==> src/rtl/mbldcm_pkg.sv <==
// -----------------------------------------------------------------------------
// mbldcm_pkg
// Shared definitions for the multi-channel mBldcm Avalon-MM register file:
// per-channel word offsets, read response codes, CTRL/STATUS bit positions
// and the data word returned for reads of a channel that does not exist.
// -----------------------------------------------------------------------------
package mbldcm_pkg;

  // Word offset inside one channel's 4-word window.
  typedef enum logic [1:0] {
    WORD_FREQ   = 2'd0,
    WORD_PHASE  = 2'd1,
    WORD_CTRL   = 2'd2,
    WORD_STATUS = 2'd3
  } word_e;

  // Avalon-MM read response codes.
  localparam logic [1:0] RESP_OKAY   = 2'b00;
  localparam logic [1:0] RESP_DECERR = 2'b11;

  // CTRL bit positions.
  localparam int CTRL_ENABLE_BIT = 0;
  localparam int CTRL_IRQ_EN_BIT = 1;

  // STATUS bit positions.
  localparam int STATUS_STOP_BIT    = 0;
  localparam int STATUS_PENDING_BIT = 1;
  localparam int STATUS_EVENT_BIT   = 2;

  // Read data returned for an address that decodes to no channel.
  localparam logic [31:0] DECERR_DATA = 32'hFFFF_FFFF;

endpackage : mbldcm_pkg

==> src/rtl/mbldcm_ch_regs.sv <==
// -----------------------------------------------------------------------------
// mbldcm_ch_regs
// One motor channel's register bank: frequency target with update strobe and
// UPDATE_PENDING handshake, phase command with latch strobe, CTRL bits, and
// the stop-edge detector feeding the sticky STOP_EVENT bit.
//
// Ports:
//   clk_i, rst_ni        clock, synchronous active-low reset
//   wr_freq_i            write strobe for the FREQ word of this channel
//   wr_phase_i           write strobe for the PHASE word
//   wr_ctrl_i            write strobe for the CTRL word
//   wr_status_i          write strobe for the STATUS word (W1C on STOP_EVENT)
//   wdata_i              bus write data
//   freq_ack_i           core has adopted the new frequency target
//   stop_i               live motor-stopped level
//   freq_o               registered frequency target
//   freq_update_o        1-cycle strobe: new target issued to the core
//   phase_o              registered phase command
//   phase_latch_o        1-cycle strobe: new phase command issued
//   enable_o, irq_en_o   CTRL.ENABLE and CTRL.IRQ_EN
//   pending_o            UPDATE_PENDING
//   stop_event_o         STOP_EVENT (sticky)
// -----------------------------------------------------------------------------
module mbldcm_ch_regs
  import mbldcm_pkg::*;
#(
  parameter int unsigned FREQ_W  = 32,
  parameter int unsigned PHASE_W = 4
) (
  input  logic               clk_i,
  input  logic               rst_ni,
  input  logic               wr_freq_i,
  input  logic               wr_phase_i,
  input  logic               wr_ctrl_i,
  input  logic               wr_status_i,
  input  logic [31:0]        wdata_i,
  input  logic               freq_ack_i,
  input  logic               stop_i,
  output logic [FREQ_W-1:0]  freq_o,
  output logic               freq_update_o,
  output logic [PHASE_W-1:0] phase_o,
  output logic               phase_latch_o,
  output logic               enable_o,
  output logic               irq_en_o,
  output logic               pending_o,
  output logic               stop_event_o
);

  logic [FREQ_W-1:0]  freq_q,        freq_d;
  logic               freq_upd_q,    freq_upd_d;
  logic [PHASE_W-1:0] phase_q,       phase_d;
  logic               phase_latch_q, phase_latch_d;
  logic               enable_q,      enable_d;
  logic               irq_en_q,      irq_en_d;
  logic               pending_q,     pending_d;
  logic               stop_q,        stop_d;
  logic               event_q,       event_d;

  // Only some write-data bits land in this channel's registers.
  logic unused_wdata;
  assign unused_wdata = ^wdata_i;

  // NOTE: every variable gets a default at the top of always_comb so no path
  // leaves it unassigned; that is what keeps this block free of latches.
  always_comb begin
    freq_d        = freq_q;
    freq_upd_d    = 1'b0;
    phase_d       = phase_q;
    phase_latch_d = 1'b0;
    enable_d      = enable_q;
    irq_en_d      = irq_en_q;
    pending_d     = pending_q;
    stop_d        = stop_i;
    event_d       = event_q;

    // The strobe is gated by the ENABLE value in force when the write lands;
    // a later 0->1 on ENABLE never replays an earlier write.
    if (wr_freq_i) begin
      freq_d     = wdata_i[FREQ_W-1:0];
      freq_upd_d = enable_q;
    end

    // Acknowledge clears, a fresh strobe sets; the set is applied last so a
    // simultaneous ack loses.
    if (freq_ack_i) pending_d = 1'b0;
    if (wr_freq_i && enable_q) pending_d = 1'b1;

    if (wr_phase_i) begin
      phase_d       = wdata_i[PHASE_W-1:0];
      phase_latch_d = 1'b1;
    end

    if (wr_ctrl_i) begin
      enable_d = wdata_i[CTRL_ENABLE_BIT];
      irq_en_d = wdata_i[CTRL_IRQ_EN_BIT];
    end

    // W1C first, rising stop edge second: an edge coinciding with a clear
    // keeps the event visible.
    if (wr_status_i && wdata_i[STATUS_EVENT_BIT]) event_d = 1'b0;
    if (stop_i && !stop_q) event_d = 1'b1;
  end

  // NOTE: state is updated with non-blocking assignments only, so every flop
  // samples the values from before this edge regardless of statement order.
  always_ff @(posedge clk_i) begin
    if (!rst_ni) begin
      freq_q        <= '0;
      freq_upd_q    <= 1'b0;
      phase_q       <= '0;
      phase_latch_q <= 1'b0;
      enable_q      <= 1'b0;
      irq_en_q      <= 1'b0;
      pending_q     <= 1'b0;
      // Treat the motor as stopped out of reset so a stop level that is
      // already high when reset releases is not mistaken for a new event.
      stop_q        <= 1'b1;
      event_q       <= 1'b0;
    end else begin
      freq_q        <= freq_d;
      freq_upd_q    <= freq_upd_d;
      phase_q       <= phase_d;
      phase_latch_q <= phase_latch_d;
      enable_q      <= enable_d;
      irq_en_q      <= irq_en_d;
      pending_q     <= pending_d;
      stop_q        <= stop_d;
      event_q       <= event_d;
    end
  end

  assign freq_o        = freq_q;
  assign freq_update_o = freq_upd_q;
  assign phase_o       = phase_q;
  assign phase_latch_o = phase_latch_q;
  assign enable_o      = enable_q;
  assign irq_en_o      = irq_en_q;
  assign pending_o     = pending_q;
  assign stop_event_o  = event_q;

endmodule : mbldcm_ch_regs

==> src/rtl/mbldcm_avmm_regfile.sv <==
// -----------------------------------------------------------------------------
// mbldcm_avmm_regfile
// Avalon-MM slave giving NUM_CH mBldcm motor cores a 4-word register bank
// each (FREQ, PHASE, CTRL, STATUS). Reads have a fixed 1-cycle latency with a
// readdatavalid strobe; unmapped channels answer DECODEERROR. One registered
// level interrupt is formed from the per-channel STOP_EVENT & IRQ_EN.
//
// Ports:
//   iClock, iReset_n   clock, synchronous active-low reset
//   iAddr              word address {channel, word[1:0]}
//   iRead, iWrite      single-cycle bus strobes
//   iWdata             write data
//   oRdata, oResp      registered read data / response, held until next read
//   oReadDataValid     1-cycle strobe, one cycle after iRead
//   oIrq               level interrupt
//   iFreqAck           per-channel frequency-adopted pulse
//   iStop              per-channel motor-stopped level
//   iPhase             per-channel live phase vectors
//   oFreqTarget        per-channel frequency targets
//   oFreqUpdate        per-channel target update strobes
//   oPhaseUpdate       per-channel phase commands
//   oPhaseLatch        per-channel phase latch strobes
// -----------------------------------------------------------------------------
module mbldcm_avmm_regfile
  import mbldcm_pkg::*;
#(
  parameter int unsigned NUM_CH  = 2,
  parameter int unsigned CH_AW   = 1,
  parameter int unsigned FREQ_W  = 32,
  parameter int unsigned PHASE_W = 4
) (
  input  logic                        iClock,
  input  logic                        iReset_n,
  input  logic [CH_AW+1:0]            iAddr,
  input  logic                        iRead,
  input  logic                        iWrite,
  input  logic [31:0]                 iWdata,
  output logic [31:0]                 oRdata,
  output logic                        oReadDataValid,
  output logic [1:0]                  oResp,
  output logic                        oIrq,
  input  logic [NUM_CH-1:0]           iFreqAck,
  input  logic [NUM_CH-1:0]           iStop,
  input  logic [NUM_CH*PHASE_W-1:0]   iPhase,
  output logic [NUM_CH*FREQ_W-1:0]    oFreqTarget,
  output logic [NUM_CH-1:0]           oFreqUpdate,
  output logic [NUM_CH*PHASE_W-1:0]   oPhaseUpdate,
  output logic [NUM_CH-1:0]           oPhaseLatch
);

  logic [CH_AW-1:0] ch_sel;
  word_e            word;

  assign ch_sel = iAddr[CH_AW+1:2];
  assign word   = word_e'(iAddr[1:0]);

  logic [NUM_CH-1:0]        enable_v;
  logic [NUM_CH-1:0]        irq_en_v;
  logic [NUM_CH-1:0]        pending_v;
  logic [NUM_CH-1:0]        event_v;
  logic [NUM_CH-1:0][31:0]  ch_rdata;

  for (genvar c = 0; c < NUM_CH; c++) begin : g_ch
    logic        wr_here;
    logic [31:0] rd_word;

    // Channel numbers at or above NUM_CH match no instance, so writes to
    // them fall through without touching any register.
    assign wr_here = iWrite && (ch_sel == CH_AW'(c));

    mbldcm_ch_regs #(
      .FREQ_W  (FREQ_W),
      .PHASE_W (PHASE_W)
    ) u_regs (
      .clk_i         (iClock),
      .rst_ni        (iReset_n),
      .wr_freq_i     (wr_here && (word == WORD_FREQ)),
      .wr_phase_i    (wr_here && (word == WORD_PHASE)),
      .wr_ctrl_i     (wr_here && (word == WORD_CTRL)),
      .wr_status_i   (wr_here && (word == WORD_STATUS)),
      .wdata_i       (iWdata),
      .freq_ack_i    (iFreqAck[c]),
      .stop_i        (iStop[c]),
      .freq_o        (oFreqTarget[c*FREQ_W +: FREQ_W]),
      .freq_update_o (oFreqUpdate[c]),
      .phase_o       (oPhaseUpdate[c*PHASE_W +: PHASE_W]),
      .phase_latch_o (oPhaseLatch[c]),
      .enable_o      (enable_v[c]),
      .irq_en_o      (irq_en_v[c]),
      .pending_o     (pending_v[c]),
      .stop_event_o  (event_v[c])
    );

    // Read word for this channel at the addressed offset. Values come from
    // the registers before any same-cycle write lands, so a simultaneous
    // read returns the pre-write contents.
    always_comb begin
      rd_word = '0;
      case (word)
        WORD_FREQ:   rd_word = 32'(oFreqTarget[c*FREQ_W +: FREQ_W]);
        WORD_PHASE:  rd_word = 32'(iPhase[c*PHASE_W +: PHASE_W]);
        WORD_CTRL: begin
          rd_word[CTRL_ENABLE_BIT] = enable_v[c];
          rd_word[CTRL_IRQ_EN_BIT] = irq_en_v[c];
        end
        WORD_STATUS: begin
          rd_word[STATUS_STOP_BIT]    = iStop[c];
          rd_word[STATUS_PENDING_BIT] = pending_v[c];
          rd_word[STATUS_EVENT_BIT]   = event_v[c];
        end
        default: rd_word = '0;
      endcase
    end

    assign ch_rdata[c] = rd_word;
  end

  // Read mux: start from the decode-error answer and replace it only when a
  // real channel matches.
  logic [31:0] rd_mux;
  logic [1:0]  rd_resp_mux;

  always_comb begin
    rd_mux      = DECERR_DATA;
    rd_resp_mux = RESP_DECERR;
    for (int c = 0; c < NUM_CH; c++) begin
      if (ch_sel == CH_AW'(c)) begin
        rd_mux      = ch_rdata[c];
        rd_resp_mux = RESP_OKAY;
      end
    end
  end

  logic [31:0] rdata_q, rdata_d;
  logic [1:0]  resp_q,  resp_d;
  logic        rvalid_q;
  logic        irq_q,   irq_d;

  always_comb begin
    rdata_d = rdata_q;
    resp_d  = resp_q;
    if (iRead) begin
      rdata_d = rd_mux;
      resp_d  = rd_resp_mux;
    end
    irq_d = |(event_v & irq_en_v);
  end

  always_ff @(posedge iClock) begin
    if (!iReset_n) begin
      rdata_q  <= '0;
      resp_q   <= RESP_OKAY;
      rvalid_q <= 1'b0;
      irq_q    <= 1'b0;
    end else begin
      rdata_q  <= rdata_d;
      resp_q   <= resp_d;
      rvalid_q <= iRead;
      irq_q    <= irq_d;
    end
  end

  assign oRdata         = rdata_q;
  assign oResp          = resp_q;
  assign oReadDataValid = rvalid_q;
  assign oIrq           = irq_q;

endmodule : mbldcm_avmm_regfile

==> config.mk <==
export PLATFORM = sky130hd
export DESIGN_NAME = mbldcm_avmm_regfile
export DESIGN_NICKNAME = d
export VERILOG_FILES = /design/src/rtl/mbldcm_pkg.sv /design/src/rtl/mbldcm_ch_regs.sv /design/src/rtl/mbldcm_avmm_regfile.sv
export SDC_FILE = /design/constraint.sdc
export NUM_CORES = 1
export LEC_CHECK = 0
export ABC_AREA = 1
export CORE_MARGIN = 4
export CORE_UTILIZATION = 49
export DETAILED_ROUTE_END_ITERATION = 12
export PLACE_DENSITY = 0.84
export SETUP_SLACK_MARGIN = 0.15
export SLEW_MARGIN = 25
export SYNTH_ARGS = -nofsm -noshare
export SYNTH_HDL_FRONTEND = slang
export SYNTH_HIERARCHICAL = 1
export SYNTH_SLANG_ARGS = --single-unit
==> constraint.sdc <==
create_clock -name iClock -period 2.9 [get_ports iClock]
set_input_delay 0.58 -clock iClock [delete_from_list [all_inputs] [get_ports iClock]]
set_output_delay 0.58 -clock iClock [all_outputs]
set_load 0.01 [all_outputs]
==> impl_metrics.tcl, run 1 <==
set metrics [dict create \
    timing.rr.end "oRdata[2]" \
    cts_buffers 17 \
    power.leakage_nw 2.970 \
    num_rows 36 \
    grt_use_total_pct 25.93 \
    ant_nets 0 \
    dp_hpwl_um 10200 \
    synthDistinctLibCells 25 \
    root_buffer "clkbuf_8" \
    syn_to_final_growth_pct 45.28 \
    max_clock_freq_mhz 477.2 \
    holdCritPathClass "flop to flop" \
    synth_edf_count 0 \
    die_width_um 107.5 \
    start_util_pct 50.08 \
    routed_via_density 5.150 \
    layout_min_cycle_time_ns 2.095 \
    tritoncts "yes" \
    ff2ff_path_depth 6 \
    crit_path_end_kind "flop" \
    crit_path_start_kind "input port" \
    timing.hold.ws_ns 0.4629 \
    syn_avg_cell_area_sq_um 7.121 \
    ir_drop_mv 0.4187 \
    holdBufCountCts 0 \
    critPathTopFamily "buffers and inverters" \
    drtIter0Drc 300 \
    cp.required_ns 3.28 \
    hp-start "oRdata[20]" \
    num_vias 5037 \
    setup_viol 0 \
    path_cells "clkdlybuf4s50_1 -> inv_1 -> nor2_1 -> inv_1 -> nor2_1 -> inv_1 -> nor2_1 -> nor2_1" \
    r2r_slack_ns 1.95 \
    finalClockSkew_ns 0.006687 \
    setup_ws_ns 0.8046 \
    crit_top_cell "nor2_1" \
    r2r-start "g_ch[0].u_regs/stop_event_o" \
    hold_depth 2 \
    final_cell_mix "nand2_1, nor2_1, clkdlybuf4s50_1" \
    die_y_um 107.5 \
    diodes 0 \
    cts.reportedPaths.clkPinSlew_ns 0.06 \
    crit_buf_inv 4 \
    post_dp_cell_area_sq_um 6472 \
    seq_area_frac_synth_pct 49.54 \
    hold_viol 0 \
    worst_path_largest_cell_delay_ns 0.70 \
    grt_max_degree 83 \
    grt_pass1_wl_um 23840 \
    async_flop_share_pct 0 \
    slew_violations 0 \
    slew_headroom_pct 53.26 \
    fillers 747 \
    rsz0062_at_grt "no" \
    die_area_sq_um 11550 \
    maxCapViolations 0 \
    min_to "oRdata[20]" \
    critPathKind "input port to flop" \
    yosys-top-cells-area "dfxtp_1, nor2_1, nand2_1, o21ai_0, a21oi_1" \
    cts.repair.resized 0 \
    worstSetupPathDepth 8 \
    synthesis.instances 681 \
    cts_max_path_buffers 2 \
    grt_pass1_vias 4993 \
    tns_ns 0 \
    clk_latency_ns 0.50 \
    place_ws_ns 0.3652 \
    syn-cell-area_sq_um 4850 \
    path_max_fanout 8 \
    coreArea_sq_um 9684 \
    slowest_stage "clkdlybuf4s50_1" \
    drt-wirelength-per-cell_um 15.44 \
    grt_antenna_before_repair 0 \
    ys.warnings.count 6 \
    fin_crit_sh_pct 72.25 \
    gp_congestion 0.9321 \
    drt-total-wl_um 15100 \
    ys_ff_latch 120 \
    yosysTopAreaCell "dfxtp_1" \
    yosysTopAreaCellShare_pct 49.54 \
    run_status "completed" \
    fin_area_sq_um 7046 \
    worst_slew_pin_slew_ns 0.7011 \
    ys.flop_type "dfxtp_1" \
    first_pass_iters 5 \
    final_common_cell "nand2_1" \
    power.density_nw_per_um2 582.4 \
    cp.arrival_ns 2.48 \
    post-route-util_pct 72.75 \
    fin_nets 883 \
    drc 0 \
    io_pins 163 \
    clkSinkCount 120 \
    cts_max_level 4 \
    drive_gt1_share_pct 8.639 \
    cts_setup_buffers 0 \
    io_buffer_count 160 \
    grt.overflow.total 0 \
]
[how the worst max path moves through the flow]
stage | start | endpoint | slack [ns]
5_1_grt | iAddr[0] | g_ch[0].u_regs/phase_o[0] | 0.71
3_3_place_gp | iAddr[0] | g_ch[1].u_regs/freq_o[27] | 0.56
6_report | iAddr[0] | g_ch[1].u_regs/phase_o[1] | 0.80
2_1_floorplan | iAddr[2] | g_ch[0].u_regs/freq_o[16] | 1.03
3_5_place_dp | iAddr[0] | g_ch[0].u_regs/phase_o[0] | 0.37
4_1_cts | g_ch[0].u_regs/freq_o[1] | oFreqTarget[1] | 0.86
[worst min-delay path, cell delays in order, from the launching register on]
cell	delay (ns)
dfxtp_1	0.30
nand2_1	0.06
a21oi_1	0.05
[area by class of cell]
cell class / instances / area (sq um) / share of cell area [%]
clock inverters: 11 / 123.9 / 1.758
well taps: 133 / 166.4 / 2.362
repair buffers: 169 / 1664 / 23.62
multi-input cells: 497 / 2136 / 30.31
flip-flops and latches: 120 / 2402 / 34.10
clock buffers: 21 / 449.2 / 6.375
inverters: 27 / 103.9 / 1.474
[cell families after synthesis]
family / count (synthesis) / synth area share (%)
and+or+nand+nor: 379 / 30.96
AOI/OAI and AO/OA: 116 / 12.82
other: 1 / 0.07733
buffers and inverters: 65 / 6.605
DFF: 120 / 49.54
[synthesized netlist by cell type, types with 9 or more instances]
library cell and count:
a21oi_2 11, a21oi_1 24, nor2_1 176, buf_2 15, nand3_1 12, dfxtp_1 120
inv_1 22, nand2_1 175, nand2_2 10, o21ai_0 79, clkbuf_1 9
[power by group]
group	internal [mW]	switching (mW)	total, mW
sequential	1.70	0.0343	1.73
combinational	0.176	0.202	0.378
clock	1.27	0.729	1.99
total	3.14	0.965	4.10
[per-stage QoR]
step	instances	total power, mW
6_report	978	4.103
5_1_grt	978	4.245
4_1_cts	978	4.115
3_5_place_dp	946	2.139
3_3_place_gp	946	2.127
2_1_floorplan	682	1.930
[metal layers]
| layer | vias to the layer above | part of all wire [%] | track usage, % |
|---|---|---|---|
| li1 | 2436 | - | - |
| met1 | 2334 | 39 | 29.60 |
| met2 | 236 | 51 | 45.43 |
| met3 | 31 | 8.3 | 7.439 |
| met4 | 0 | 2.2 | 10.28 |
| met5 | - | 0 | 0 |
[sequential cells by signal (all words and copies together), names as in the netlist]
name / cells
g_ch.u_regs/pending_o: 2
g_ch.u_regs/enable_o: 2
g_ch.u_regs/irq_en_o: 2
g_ch.u_regs/phase_latch_o: 2
oRdata: 32
g_ch.u_regs/stop_q: 2
oIrq: 1
g_ch.u_regs/stop_event_o: 2
g_ch.u_regs/phase_o: 8
g_ch.u_regs/freq_update_o: 2
oReadDataValid: 1
g_ch.u_regs/freq_o: 64
Power figures use the tool's default switching activity.
==> run 2: changes to the inputs <==
Settings changed: CORE_UTILIZATION 49 to 46, PLACE_DENSITY 0.84 to 0.8.
Clock period 2.9 ns to 2 ns, I/O delays scaled along.
==> impl_metrics.tcl, run 2 (same netlist as run 1, synthesis figures left out) <==
set metrics [dict create \
    setup_ws_ns 0.1882 \
    holdCritPathClass "input port to flop" \
    fin_nets 897 \
    busiest_layer "met2" \
    root_buffer "clkbuf_8" \
    hold_viol 0 \
    final_common_cell "nand2_1" \
    crit_buf_inv 1 \
    critPathKind "flop to output port" \
    cts_buffers 17 \
    timing.hold.ws_ns 0.3275 \
    io_pins 163 \
    place_ws_ns -0.06491 \
    tns_ns 0 \
    cp.arrival_ns 1.41 \
    num_vias 5059 \
    use_met1_pct 32.05 \
    cp-startpoint "g_ch[0].u_regs/freq_o[29]" \
    grt_pass1_wl_um 25490 \
    largest_reg_flops 64 \
    grt_antenna_before_repair 0 \
    io_buffer_count 160 \
    r2r_slack_ns 1.11 \
    timing.rr.end "oRdata[1]" \
    power.density_nw_per_um2 847.9 \
    cts_max_path_buffers 2 \
    syn_to_final_growth_pct 51.06 \
    path_cells "clkdlybuf4s50_1" \
    gp_congestion 0.9364 \
    endpoint "oFreqTarget[29]" \
    slew_headroom_pct 58.46 \
    diodes 0 \
    drt-wirelength-per-cell_um 15.57 \
    die_y_um 110.7 \
    cts.reportedPaths.clkPinSlew_ns 0.05 \
    die_width_um 110.7 \
    critPathTopFamily "buffers and inverters" \
    grt_max_degree 65 \
    grt.overflow.total 0 \
    met2_usage_pct 41.38 \
    first_pass_iters 5 \
    worst_path_largest_cell_delay_ns 0.55 \
    cts_max_level 4 \
    power.leakage_nw 3.955 \
    drt-total-wl_um 15490 \
    die_area_sq_um 12250 \
    max_clock_freq_mhz 551.9 \
    ff2ff_path_depth 6 \
    final_cell_mix "nand2_1, nor2_1, dfxtp_1" \
    setup_viol 0 \
    ir_drop_mv 0.5108 \
    ant_nets 0 \
    drc 0 \
    slowest_stage "clkdlybuf4s50_1" \
    slew_violations 0 \
    layout_min_cycle_time_ns 1.812 \
    grt_use_total_pct 25.23 \
    coreArea_sq_um 10280 \
    holdBufCountCts 0 \
    clkSinkCount 120 \
    run_status "completed" \
    drive_gt1_share_pct 10.36 \
    num_rows 37 \
    use_met3_pct 6.714 \
    crit_path_start_kind "flop" \
    cp.required_ns 1.60 \
    worst_slew_pin_slew_ns 0.6221 \
    crit_path_end_kind "output port" \
    r2r-start "g_ch[1].u_regs/freq_o[1]" \
    dp_hpwl_um 10590 \
    path_max_fanout 3 \
    tritoncts "yes" \
    fin_crit_sh_pct 90.59 \
    grt_pass1_vias 5081 \
    rsz0062_at_grt "no" \
    drtIter0Drc 384 \
    worstSetupPathDepth 1 \
    routed_via_density 5.084 \
    maxCapViolations 0 \
    finalClockSkew_ns 0.007247 \
    start_util_pct 47.19 \
    clk_latency_ns 0.50 \
]
-- run 2: changes by cell type in the layout (fill, tap and decap cells not counted), sizes merged, moves of 2 or more --
cell,previous run,this run
clkbuf,21,18
dlygate4sd2,0,19
bufinv,2,4
buf,10,24
clkdlybuf4s50,159,95
dlymetal6s2s,0,45
-- run 2: metrics by stage --
step	cells	util, %	area (sq um)	total power [mW]
after floorplan	682	-	4853	2.799
after global placement	963	64.40	6619	3.122
after detailed placement	963	64.40	6619	3.129
after CTS	995	70.19	7213	6.246
after global routing	995	71.28	7326	6.435
final	995	71.28	7326	6.212
-- run 2: timing repair --
| item | 4_1_cts | 5_1_grt |
|---|---|---|
| setup buffers | 0 | 0 |
| gates resized for setup | 20 | 45 |
| pin swaps | 0 | 0 |
| endpoints found under the setup margin | 20 | 45 |
-- run 2: cell type report --
cell class | instances | area (sq um)
Sequential cell | 120 | 2404
Clock buffer | 18 | 417.9
Clock inverter | 14 | 198.9
Tap cell | 136 | 170.2
Inverter | 27 | 103.9
Fill cell | 834 | 2952
Timing Repair Buffer | 183 | 1896
Multi-Input combinational cell | 497 | 2136
-- run 2: power breakdown --
| group | switching (mW) | internal, mW | leakage, nW |
|---|---|---|---|
| clock | 1.11 | 2.03 | 0.288 |
| sequential | 0.0506 | 2.46 | 0.975 |
| combinational | 0.299 | 0.261 | 2.69 |
| total | 1.46 | 4.75 | 3.95 |
-- run 2: layer usage --
| layer | up-vias | share of wire, % | wire, um |
|---|---|---|---|
| met5 | - | 0 | 0 |
| met4 | 0 | 1.9 | 301 |
| met3 | 23 | 7.7 | 1187 |
| met2 | 234 | 48 | 7411 |
| met1 | 2340 | 43 | 6594 |
| li1 | 2462 | - | - |
-- run 2: worst min path at each step --
stage               cells after the start                           to                startpoint
floorplan                               2     g_ch[0].u_regs/pending_o  g_ch[0].u_regs/pending_o
finish                                  3               oReadDataValid                  iReset_n
CTS                                     3               oReadDataValid                  iReset_n
detailed placement                      2     g_ch[0].u_regs/pending_o  g_ch[0].u_regs/pending_o
global placement                        2     g_ch[0].u_regs/pending_o  g_ch[0].u_regs/pending_o
global route                            3  g_ch[1].u_regs/stop_event_o                  iReset_n
